==> config.mk <==
export PLATFORM = sky130hd
export DESIGN_NAME = multi_ctrl
export DESIGN_NICKNAME = d
export VERILOG_FILES = /design/src/rtl/multi_ctrl.sv
export SDC_FILE = /design/constraint.sdc
export NUM_CORES = 1
export LEC_CHECK = 0
export CORE_UTILIZATION = 43
export CTS_CLUSTER_DIAMETER = 200
export DETAILED_ROUTE_END_ITERATION = 8
export PLACE_DENSITY = 0.83
export SYNTH_ARGS = -nofsm -noshare
export SYNTH_HDL_FRONTEND = slang
export SYNTH_SLANG_ARGS = --single-unit
==> constraint.sdc <==
create_clock -name clk -period 4.4 [get_ports clk]
set_input_delay 0.88 -clock clk [delete_from_list [all_inputs] [get_ports clk]]
set_output_delay 0.88 -clock clk [all_outputs]
set_load 0.01 [all_outputs]
==> src/rtl/multi_ctrl.sv <==
// Multi-cycle MIPS-subset control FSM (FETCH/DECODE/EXEC/MEM/WB) with bounded MEM wait.
// Optional jal support is compiled in with `define MULTI_CTRL_JAL_EN.
module multi_ctrl #(
    parameter int MEM_WAIT_MAX = 15
) (
    input  logic       clk,
    input  logic       rst,
    input  logic [5:0] op,
    input  logic [5:0] funct,
    input  logic       zero,
    input  logic       mem_rdy,
    output logic       pc_wr,
    output logic       ir_wr,
    output logic       reg_wr,
    output logic       mem_wr,
    output logic [1:0] npc_sel,
    output logic [1:0] ext_op,
    output logic       alu_src,
    output logic [2:0] alu_op,
    output logic [1:0] reg_dst,
    output logic [1:0] wd_sel,
    output logic       mem_err,
    output logic [2:0] state
);
    localparam logic [2:0] S_FETCH  = 3'd0;
    localparam logic [2:0] S_DECODE = 3'd1;
    localparam logic [2:0] S_EXEC   = 3'd2;
    localparam logic [2:0] S_MEM    = 3'd3;
    localparam logic [2:0] S_WB     = 3'd4;

    localparam logic [7:0] WAIT_LAST = 8'(MEM_WAIT_MAX - 1);

    logic [2:0] state_reg, state_next;
    logic [7:0] wait_cnt_reg;

    logic is_addu, is_subu, is_rtype, is_ori, is_lw, is_sw, is_beq, is_lui, is_j, is_jal;
    logic is_legal;
    logic [1:0] exec_ext;
    logic       exec_src;
    logic [2:0] exec_alu;

    assign is_addu  = (op == 6'h00) && (funct == 6'h21);
    assign is_subu  = (op == 6'h00) && (funct == 6'h23);
    assign is_rtype = is_addu || is_subu;
    assign is_ori   = (op == 6'h0D);
    assign is_lw    = (op == 6'h23);
    assign is_sw    = (op == 6'h2B);
    assign is_beq   = (op == 6'h04);
    assign is_lui   = (op == 6'h0F);
    assign is_j     = (op == 6'h02);
`ifdef MULTI_CTRL_JAL_EN
    assign is_jal   = (op == 6'h03);
`else
    assign is_jal   = 1'b0;
`endif
    assign is_legal = is_rtype || is_ori || is_lw || is_sw || is_beq || is_lui || is_j || is_jal;

    // Datapath operand/ALU setup, held constant from EXEC through WB.
    always_comb begin
        exec_ext = 2'd0;
        exec_src = 1'b0;
        exec_alu = 3'd0;
        if (is_subu) begin
            exec_alu = 3'd1;
        end else if (is_ori) begin
            exec_src = 1'b1;
            exec_alu = 3'd2;
        end else if (is_lw || is_sw) begin
            exec_ext = 2'd1;
            exec_src = 1'b1;
        end else if (is_lui) begin
            exec_ext = 2'd2;
            exec_src = 1'b1;
            exec_alu = 3'd2;
        end else if (is_beq) begin
            exec_ext = 2'd1;
            exec_alu = 3'd1;
        end
    end

    always_comb begin
        state_next = S_FETCH;
        pc_wr      = 1'b0;
        ir_wr      = 1'b0;
        reg_wr     = 1'b0;
        mem_wr     = 1'b0;
        npc_sel    = 2'd0;
        ext_op     = 2'd0;
        alu_src    = 1'b0;
        alu_op     = 3'd0;
        reg_dst    = 2'd0;
        wd_sel     = 2'd0;
        mem_err    = 1'b0;
        case (state_reg)
            S_FETCH: begin
                ir_wr      = 1'b1;
                pc_wr      = 1'b1;
                state_next = S_DECODE;
            end
            S_DECODE: begin
                if (is_j) begin
                    pc_wr   = 1'b1;
                    npc_sel = 2'd2;
                end else if (is_jal) begin
                    pc_wr   = 1'b1;
                    npc_sel = 2'd2;
                    reg_wr  = 1'b1;
                    reg_dst = 2'd2;
                    wd_sel  = 2'd2;
                end else if (is_legal) begin
                    state_next = S_EXEC;
                end
            end
            S_EXEC: begin
                ext_op  = exec_ext;
                alu_src = exec_src;
                alu_op  = exec_alu;
                if (is_beq) begin
                    if (zero) begin
                        pc_wr   = 1'b1;
                        npc_sel = 2'd1;
                    end
                end else if (is_lw || is_sw) begin
                    state_next = S_MEM;
                end else begin
                    state_next = S_WB;
                end
            end
            S_MEM: begin
                ext_op  = exec_ext;
                alu_src = exec_src;
                alu_op  = exec_alu;
                mem_wr  = is_sw;
                if (mem_rdy) begin
                    state_next = is_lw ? S_WB : S_FETCH;
                end else if (wait_cnt_reg == WAIT_LAST) begin
                    mem_err = 1'b1;
                end else begin
                    state_next = S_MEM;
                end
            end
            S_WB: begin
                ext_op  = exec_ext;
                alu_src = exec_src;
                alu_op  = exec_alu;
                reg_wr  = 1'b1;
                reg_dst = is_rtype ? 2'd1 : 2'd0;
                wd_sel  = is_lw ? 2'd1 : 2'd0;
            end
            default: state_next = S_FETCH;
        endcase
        // Reset silences every strobe immediately, before the state register clears.
        if (rst) begin
            pc_wr   = 1'b0;
            ir_wr   = 1'b0;
            reg_wr  = 1'b0;
            mem_wr  = 1'b0;
            npc_sel = 2'd0;
            ext_op  = 2'd0;
            alu_src = 1'b0;
            alu_op  = 3'd0;
            reg_dst = 2'd0;
            wd_sel  = 2'd0;
            mem_err = 1'b0;
        end
    end

    always_ff @(posedge clk) begin
        if (rst) begin
            state_reg    <= S_FETCH;
            wait_cnt_reg <= 8'd0;
        end else begin
            state_reg <= state_next;
            if (state_reg != S_MEM) begin
                wait_cnt_reg <= 8'd0;
            end else if (!mem_rdy) begin
                wait_cnt_reg <= wait_cnt_reg + 8'd1;
            end
        end
    end

    assign state = state_reg;
endmodule

==> results of run 1 <==
placed cells by master (no fill, tap or decap), types with 3 or more instances in the layout:
cell type and count:
sky130_fd_sc_hd__xor2_1 3, sky130_fd_sc_hd__nor4_1 3, sky130_fd_sc_hd__a21oi_1 6, sky130_fd_sc_hd__dfxtp_1 11, sky130_fd_sc_hd__nand2_1 8, sky130_fd_sc_hd__nand4b_1 5, sky130_fd_sc_hd__clkbuf_4 3, sky130_fd_sc_hd__nor2_1 13
sky130_fd_sc_hd__clkdlybuf4s50_1 32, sky130_fd_sc_hd__o21ai_0 3, sky130_fd_sc_hd__conb_1 3, sky130_fd_sc_hd__nor3_1 5, sky130_fd_sc_hd__inv_1 4, sky130_fd_sc_hd__nor2b_1 3
worst paths after layout:
| kind | slack, ps | cells after the start | to |
|---|---|---|---|
| setup / recovery | 480 | 6 | npc_sel[0] |
| hold / removal | 520 | 2 | wait_cnt_reg[6] |
| setup reg to reg | 2860 | 5 | state[0] |
| hold reg to reg | 520 | 2 | wait_cnt_reg[6] |
critical path: cells and delay by family:
kind / cells / cell delay (ps)
AND/OR/NAND/NOR: 4 / 1060
buffers and inverters: 2 / 1080
per-stage QoR:
stage	instances	hold WS (ps)
after floorplan	101	471.2
final	155	517.8
after detailed placement	151	496.7
after CTS	155	511.3
after global routing	155	544.8
after global placement	151	489.8
power by group:
part	internal, mW	switching [mW]	total [mW]	leakage (nW)
clock network	0.0351	0.0340	0.0691	0.0150
registers	0.100	0.00249	0.103	0.0889
logic	0.0217	0.0143	0.0361	0.288
total	0.157	0.0508	0.208	0.392
final cells by class:
| class | instances | area [um2] |
|---|---|---|
| Clock buffer | 4 | 26.28 |
| Fill cell | 139 | 474.2 |
| Inverter | 4 | 15.01 |
| Multi-Input combinational cell | 80 | 508.0 |
| Sequential cell | 11 | 220.2 |
| Tap cell | 24 | 30.03 |
| Timing Repair Buffer | 32 | 320.3 |
kinds of logic (layout without fill, tap and decap cells):
family,Yosys count,in the layout,share of synthesized area (%)
AO/OA/AOI/OAI,15,15,12.36
XOR/XNOR,5,5,5.692
adder cells (fa/ha/maj),2,2,3.252
buffers and inverters,10,40,6.341
flip-flops,11,11,28.62
other,1,3,0.4873
AND/OR/NAND/NOR,55,55,43.25
routing by layer:
| layer | GRT usage (%) | wire, um |
|---|---|---|
| met3 | 3.265 | 88 |
| met2 | 38.82 | 946 |
| met4 | 7.273 | 24 |
| met5 | 0 | 0 |
| met1 | 23.74 | 807 |
==> results summary, run 1 <==
The flow ran to the end, and the final reports show no timing, DRC or antenna violations. The placeable core region came out at roughly 0.0016 mm2. Clock-pin slew was measured on the worst setup and hold paths at approximately 70 ps. The first global-routing pass estimated around 3000 um of wire. The worst-case IR drop observed on VDD is ~0.17 mV. The critical path starts at op[3].

The number of max-slew violations in the final report came to 0. Sequential cells were found to cover between 20% and 30% of the synthesized design area. The clock latency at the later pin of the worst-skew pair is about 270 ps. The number of flip-flops in the largest register is 8. The worst hold path begins at wait_cnt_reg[6]. The post-detailed-routing wire length is between 1500 and 2000 um. TritonCTS built the clock tree.

Cells with a size suffix above 1 make up 6.870% of the layout. The biggest area contributor in the post-synthesis netlist is sky130_fd_sc_hd__dfxtp_1. Once the clock tree was built, the setup fixing pass inserted 0 buffers.

Dividing the detail-routed wire length by the instance count gives between 10 and 15 um. The width of the die is around 44 um. Setup repair after global routing left no endpoint under its margin.

The number of buffers added to fix hold violations after cts is 0. The final critical path takes up 89.04% of the cycle. The distinct cell type count of the synthesized netlist is 37. In this run the remaining antenna-violating nets after routing total 0. The layout net count came out at 150. The worst setup path is launched from an input port. The number of flops mapped to enable cells by yosys is 0. The global routing usage summed across all routing layers is a little over a fifth.

The initial antenna violation count came to 0. The highest fanout seen on the critical path is 5. The path class of the tightest hold or removal check is reg2reg. With fillers left out, the area of the finished cells amounts to around 0.0011 mm2. Summing every instance area after synthesis gives 769.5 um2. The worst setup path is captured at a primary output. The area after detailed placement is between 0.001 and 0.0015 mm2. The post-placement worst setup slack came out at 473.9 ps. The diode insertion count for antenna repair is 0. In this run the critical register-to-register path is launched from wait_cnt_reg[1]. After detailed routing, the number of remaining DRC violations is 0. The area of the die is roughly 0.0020 mm2. The per-instance average area after synthesis came out at ~8 um2. The floorplan has 14 rows. By count the netlist is led by sky130_fd_sc_hd__nor2_1 (13), sky130_fd_sc_hd__dfxtp_1 (11), sky130_fd_sc_hd__nand2_1 (8), sky130_fd_sc_hd__a21oi_1 (6).

Across all setup checks in the final design, the least slack found is around 480 ps. The first detailed-routing pass ran for 4 iterations. The number of hold violations in the final report is 0.

CTS placed an instance of sky130_fd_sc_hd__clkbuf_4 at the clock tree root. Max-cap violations in this run came to 0. For this run, the top clock speed supported by timing is roughly 260 MHz. The die outline height came out at around 44 um. The setup TNS came out at 0 ps. The async set-or-reset flop fraction in the synthesized netlist is 0%.

CTS built an H-tree with a depth of 1. The number of gates given a new drive strength after cts is 0. Across the routed clock network, the largest skew measured is 2.472 ps. The highest-delay cell along the critical path is sky130_fd_sc_hd__clkdlybuf4s50_1.

The number of port buffers came out at 32. The via-per-instance ratio is about 5.2. The final critical path time including I/O delays and setup is 3918 ps. After legalization and detailed placement, the total HPWL measured 1474 um. The worst-case clock buffer depth is 2. Synthesis inferred 11 register bits. The cell area power density is 185.8 mW/mm2. The total number of yosys warnings came out at 0. For this configuration, the core starts out at a cell density of around half. The area fraction of the dominant cell type after synthesis came out at between 20 and 30%. The longest individual stage delay on the worst path is ~550 ps. The most used cell along the critical path is sky130_fd_sc_hd__clkdlybuf4s50_1. For the worst setup path, the data required time is approximately 3500 ps. For this run, the leading register cell type out of synthesis is sky130_fd_sc_hd__dfxtp_1.

Overall power consumption after layout is estimated at around 210 uW. The critical setup path kind is in2out. The routed layout has between 800 and 900 vias. The largest net degree at the start of global routing is 13. The TritonCTS buffer count came out at 3.

The standby leakage power came out at about 0.39 nW. Routability-driven placement finished with a final weighted congestion of about 0.9. The final core utilization is 70.25%. The number of global-route vias before repair is roughly 730. The area growth from synthesis to layout is 45.53%. The count of pins on the block boundary is 36. After the first detailed-routing iteration, the DRC count stood at 13. The total of endpoints with negative setup slack in the final report is 0.

Clock tree synthesis found a total of 11 sinks. The arrival time of the worst setup path is approximately 3000 ps. The most repeated cell in the gate-level netlist after synthesis is sky130_fd_sc_hd__nor2_1. The critical path goes through clkdlybuf4s50_1 -> nor4_4 -> nand3b_2 -> or3b_4 -> nor2_1 -> clkdlybuf4s50_1. The global route total overflow came out at 0. The gate count of the mapped netlist came out at 99. Sorting the synthesized cells by area gives the leading types as sky130_fd_sc_hd__dfxtp_1 (29%), sky130_fd_sc_hd__nor2_1 (6.3%), sky130_fd_sc_hd__nand4b_1 (5.7%), sky130_fd_sc_hd__a21oi_1 (3.9%), sky130_fd_sc_hd__nand2_1 (3.9%).
(Power assumes the default switching activity.)
==> inputs of run 2 (changes only) <==
--- a/config.mk
+++ b/config.mk
@@ -5,10 +5,11 @@
 export SDC_FILE = /design/constraint.sdc
 export NUM_CORES = 1
 export LEC_CHECK = 0
-export CORE_UTILIZATION = 43
+export CORE_UTILIZATION = 40
 export CTS_CLUSTER_DIAMETER = 200
 export DETAILED_ROUTE_END_ITERATION = 8
-export PLACE_DENSITY = 0.83
+export PLACE_DENSITY = 0.78
+export REMOVE_ABC_BUFFERS = 1
 export SYNTH_ARGS = -nofsm -noshare
 export SYNTH_HDL_FRONTEND = slang
 export SYNTH_SLANG_ARGS = --single-unit
==> run 2 against run 1 <==
Effect of this change:
- final area increased by 0.11%
- clock skew increased by 1.6 ps
- cell count grew 0.65%
- flip-flop and latch count is the same
- global-route usage is 0.89 points lower
- clock power about the same
- first-iteration DRC count rose by 15%
- utilization down 6.7 points
- combinational power hardly changed
- maximum frequency decreased by 0.27%
==> results summary, run 2 (synthesized netlist as in run 1, its figures left out) <==
The number of max-slew violations in the final report was 0. The routed wire length per instance came out at approximately 12 um. The first routing iteration left 15 violations. The total area of multi-input combinational cells is slightly above 500 um2. The area after detailed placement came out at about 0.0011 mm2.

Setup violations remaining at the end of the flow were counted as 0. The iteration count of the initial detailed-routing pass is 4. The required arrival time at the worst endpoint is ~3500 ps. The worst setup path is launched from an input port. Counting the fill cells in the layout gives 180. At the end of routability-driven placement, the weighted congestion stood at about 0.82.

VDD sags by at most around 0.17 mV. The most used cell along the critical path is sky130_fd_sc_hd__clkdlybuf4s50_1. The post-detailed-routing wire length came out at ~1900 um. In this run the worst hold path is classified as reg2reg. The global route total overflow came out at 0.

The initial antenna violation count was 0. The remaining routing DRC violations is 0. The number of nets with antenna violations after detailed routing is 0. The floorplan has 15 rows. In the layout the commonest cells are sky130_fd_sc_hd__clkdlybuf4s50_1 (32), sky130_fd_sc_hd__nor2_1 (13), sky130_fd_sc_hd__dfxtp_1 (11). The fraction of final layout cells sized beyond drive strength 1 is under 10%. The area of the die is about 0.0021 mm2. The number of levels the H-tree was split into is 1. The total buffers and inverters traversed by the critical path is 2.

The largest single stage delay on the critical path is approximately 550 ps. The setup TNS is 0 ps. The worst path needs roughly 3900 ps of the cycle, external delays included. The first-pass GRT wire length came out at 3056 um. The TritonCTS buffer count is 3. The number of global-route vias before repair is between 700 and 800. The die outline height came out at ~46 um. The kind of cell adding the most delay to the critical path is buffers and inverters.

The worst setup slack after layout came out at 471.7 ps. The area growth from synthesis to layout is 45.69%. The flow ran to the end, and the final reports show no timing, DRC or antenna violations.

Once detailed placement completed, the half-perimeter wirelength came to ~1500 um. Tracing the worst setup path back leads to its startpoint at op[3]. The element type at the critical path end is a primary output. For the worst setup path, the data arrival time is 3050 ps. The highest-delay cell along the critical path is sky130_fd_sc_hd__clkdlybuf4s50_1.

The launch point of the worst reg-to-reg path is wait_cnt_reg[1]. The number of hold violations in the final report is 0. The register with the most flip-flops in the layout has 8 of them.

The number of port buffers is 32. The number of buffers inserted by post-CTS setup repair came out at 0. The final core utilization is 63.55%. The core region is between 0.0015 and 0.002 mm2. Global routing used between 10% and 20% of the available tracks. The highest fanout seen on the critical path is 5.

Hold repair after CTS inserted 0 buffers. The origin of the worst min-delay path is wait_cnt_reg[7]. The count of maximum capacitance violations came out at 0. Setup repair after global routing left no endpoint under its margin. The area taken by flip-flops and latches is around 220 um2. The largest net degree at the start of global routing came out at 13.

The starting density of the core is a little over two fifths. The critical path goes through clkdlybuf4s50_1 -> nor4_4 -> nand3b_2 -> or3b_4 -> a21boi_2 -> clkdlybuf4s50_1. The clock transition at the register clock pins on the worst setup and hold paths after CTS came out at about 70 ps.

The overall via count from detail_route is about 820. In this run the count of I/O pins placed on the die edge is 36. The most common cell after layout, fill and taps aside is sky130_fd_sc_hd__clkdlybuf4s50_1. TritonCTS built the clock tree. The instance count after placement with tap cells included came out at approximately 150.

The cell area power density came out at 185.7 mW/mm2. The final non-filler cell area is 0.001121 mm2. The worst-case clock buffer depth is 2. After detailed routing, the number of vias per cell comes to 5.269. The cell at the root of the clock tree is sky130_fd_sc_hd__clkbuf_4. The standby leakage power came out at just under 0.4 nW. The clock latency at the later pin of the worst-skew pair is roughly 270 ps.

The clock arrives with ~4.0 ps of skew. Clock tree synthesis found a total of 11 sinks. The worst setup path is of the in2out kind. The number of gates given a new drive strength after cts came out at 0.

The die is 45.86 um wide. The maximum clock rate came out at between 200 and 300 MHz. The diode insertion count for antenna repair is 0. At the placement stage, the worst setup path has a slack of about 480 ps. Leaving out filler cells and counting taps, the final layout contains 156. The fraction of the cycle the final worst path needs came out at about nine tenths. The layout net count is 150.
[run 2: cell counts in the layout (fill, tap and decap cells not counted)]
Identical to the previous run, type by type.
[run 2: final timing paths]
kind                      to  slack, ps  cells past startpoint
max                    pc_wr        470                      6
min          wait_cnt_reg[7]        510                      2
max reg2reg         state[0]       2930                      5
min reg2reg  wait_cnt_reg[7]        510                      2
[run 2: layout make-up]
class,instances,area share (%)
multi-input cells,80,45.31
repair buffers,32,28.57
flip-flops and latches,11,19.64
well taps,25,2.790
clock buffers,4,2.344
inverters,4,1.339
[run 2: metal layers]
metal | GRT usage, % | vias to the layer above | wire [um]
met5 | 0 | - | 0
li1 | - | 409 | -
met2 | 34.08 | 37 | 980
met1 | 23.46 | 374 | 769
met3 | 4.365 | 2 | 144
met4 | 8.824 | 0 | 18
[run 2: through the flow]
step	power [mW]	hold WS, ps
after floorplan	0.1168	471.2
after global placement	0.1408	494.7
after detailed placement	0.1413	499.6
after CTS	0.2096	520.5
after global routing	0.2212	540.1
final	0.2081	514.5
[run 2: power by group]
part / internal (mW) / switching [mW]
logic: 0.0217 / 0.0146
registers: 0.100 / 0.00241
clock network: 0.0352 / 0.0337
[run 2: worst register-to-register path, delay by kind of cell, from the launching register on]
family	cells	cell delay (ps)
and+or+nand+nor	3	640
DFF	1	390
adders and majority gates	1	170
AOI/OAI and AO/OA	1	170
==> inputs of run 3 (changes only) <==
--- a/config.mk
+++ b/config.mk
@@ -6,7 +6,6 @@
 export NUM_CORES = 1
 export LEC_CHECK = 0
 export CORE_UTILIZATION = 40
-export CTS_CLUSTER_DIAMETER = 200
 export DETAILED_ROUTE_END_ITERATION = 8
 export PLACE_DENSITY = 0.78
 export REMOVE_ABC_BUFFERS = 1
==> results of run 3 <==
Same layout as run 2: the final DEF is identical, and so are final timing and power.
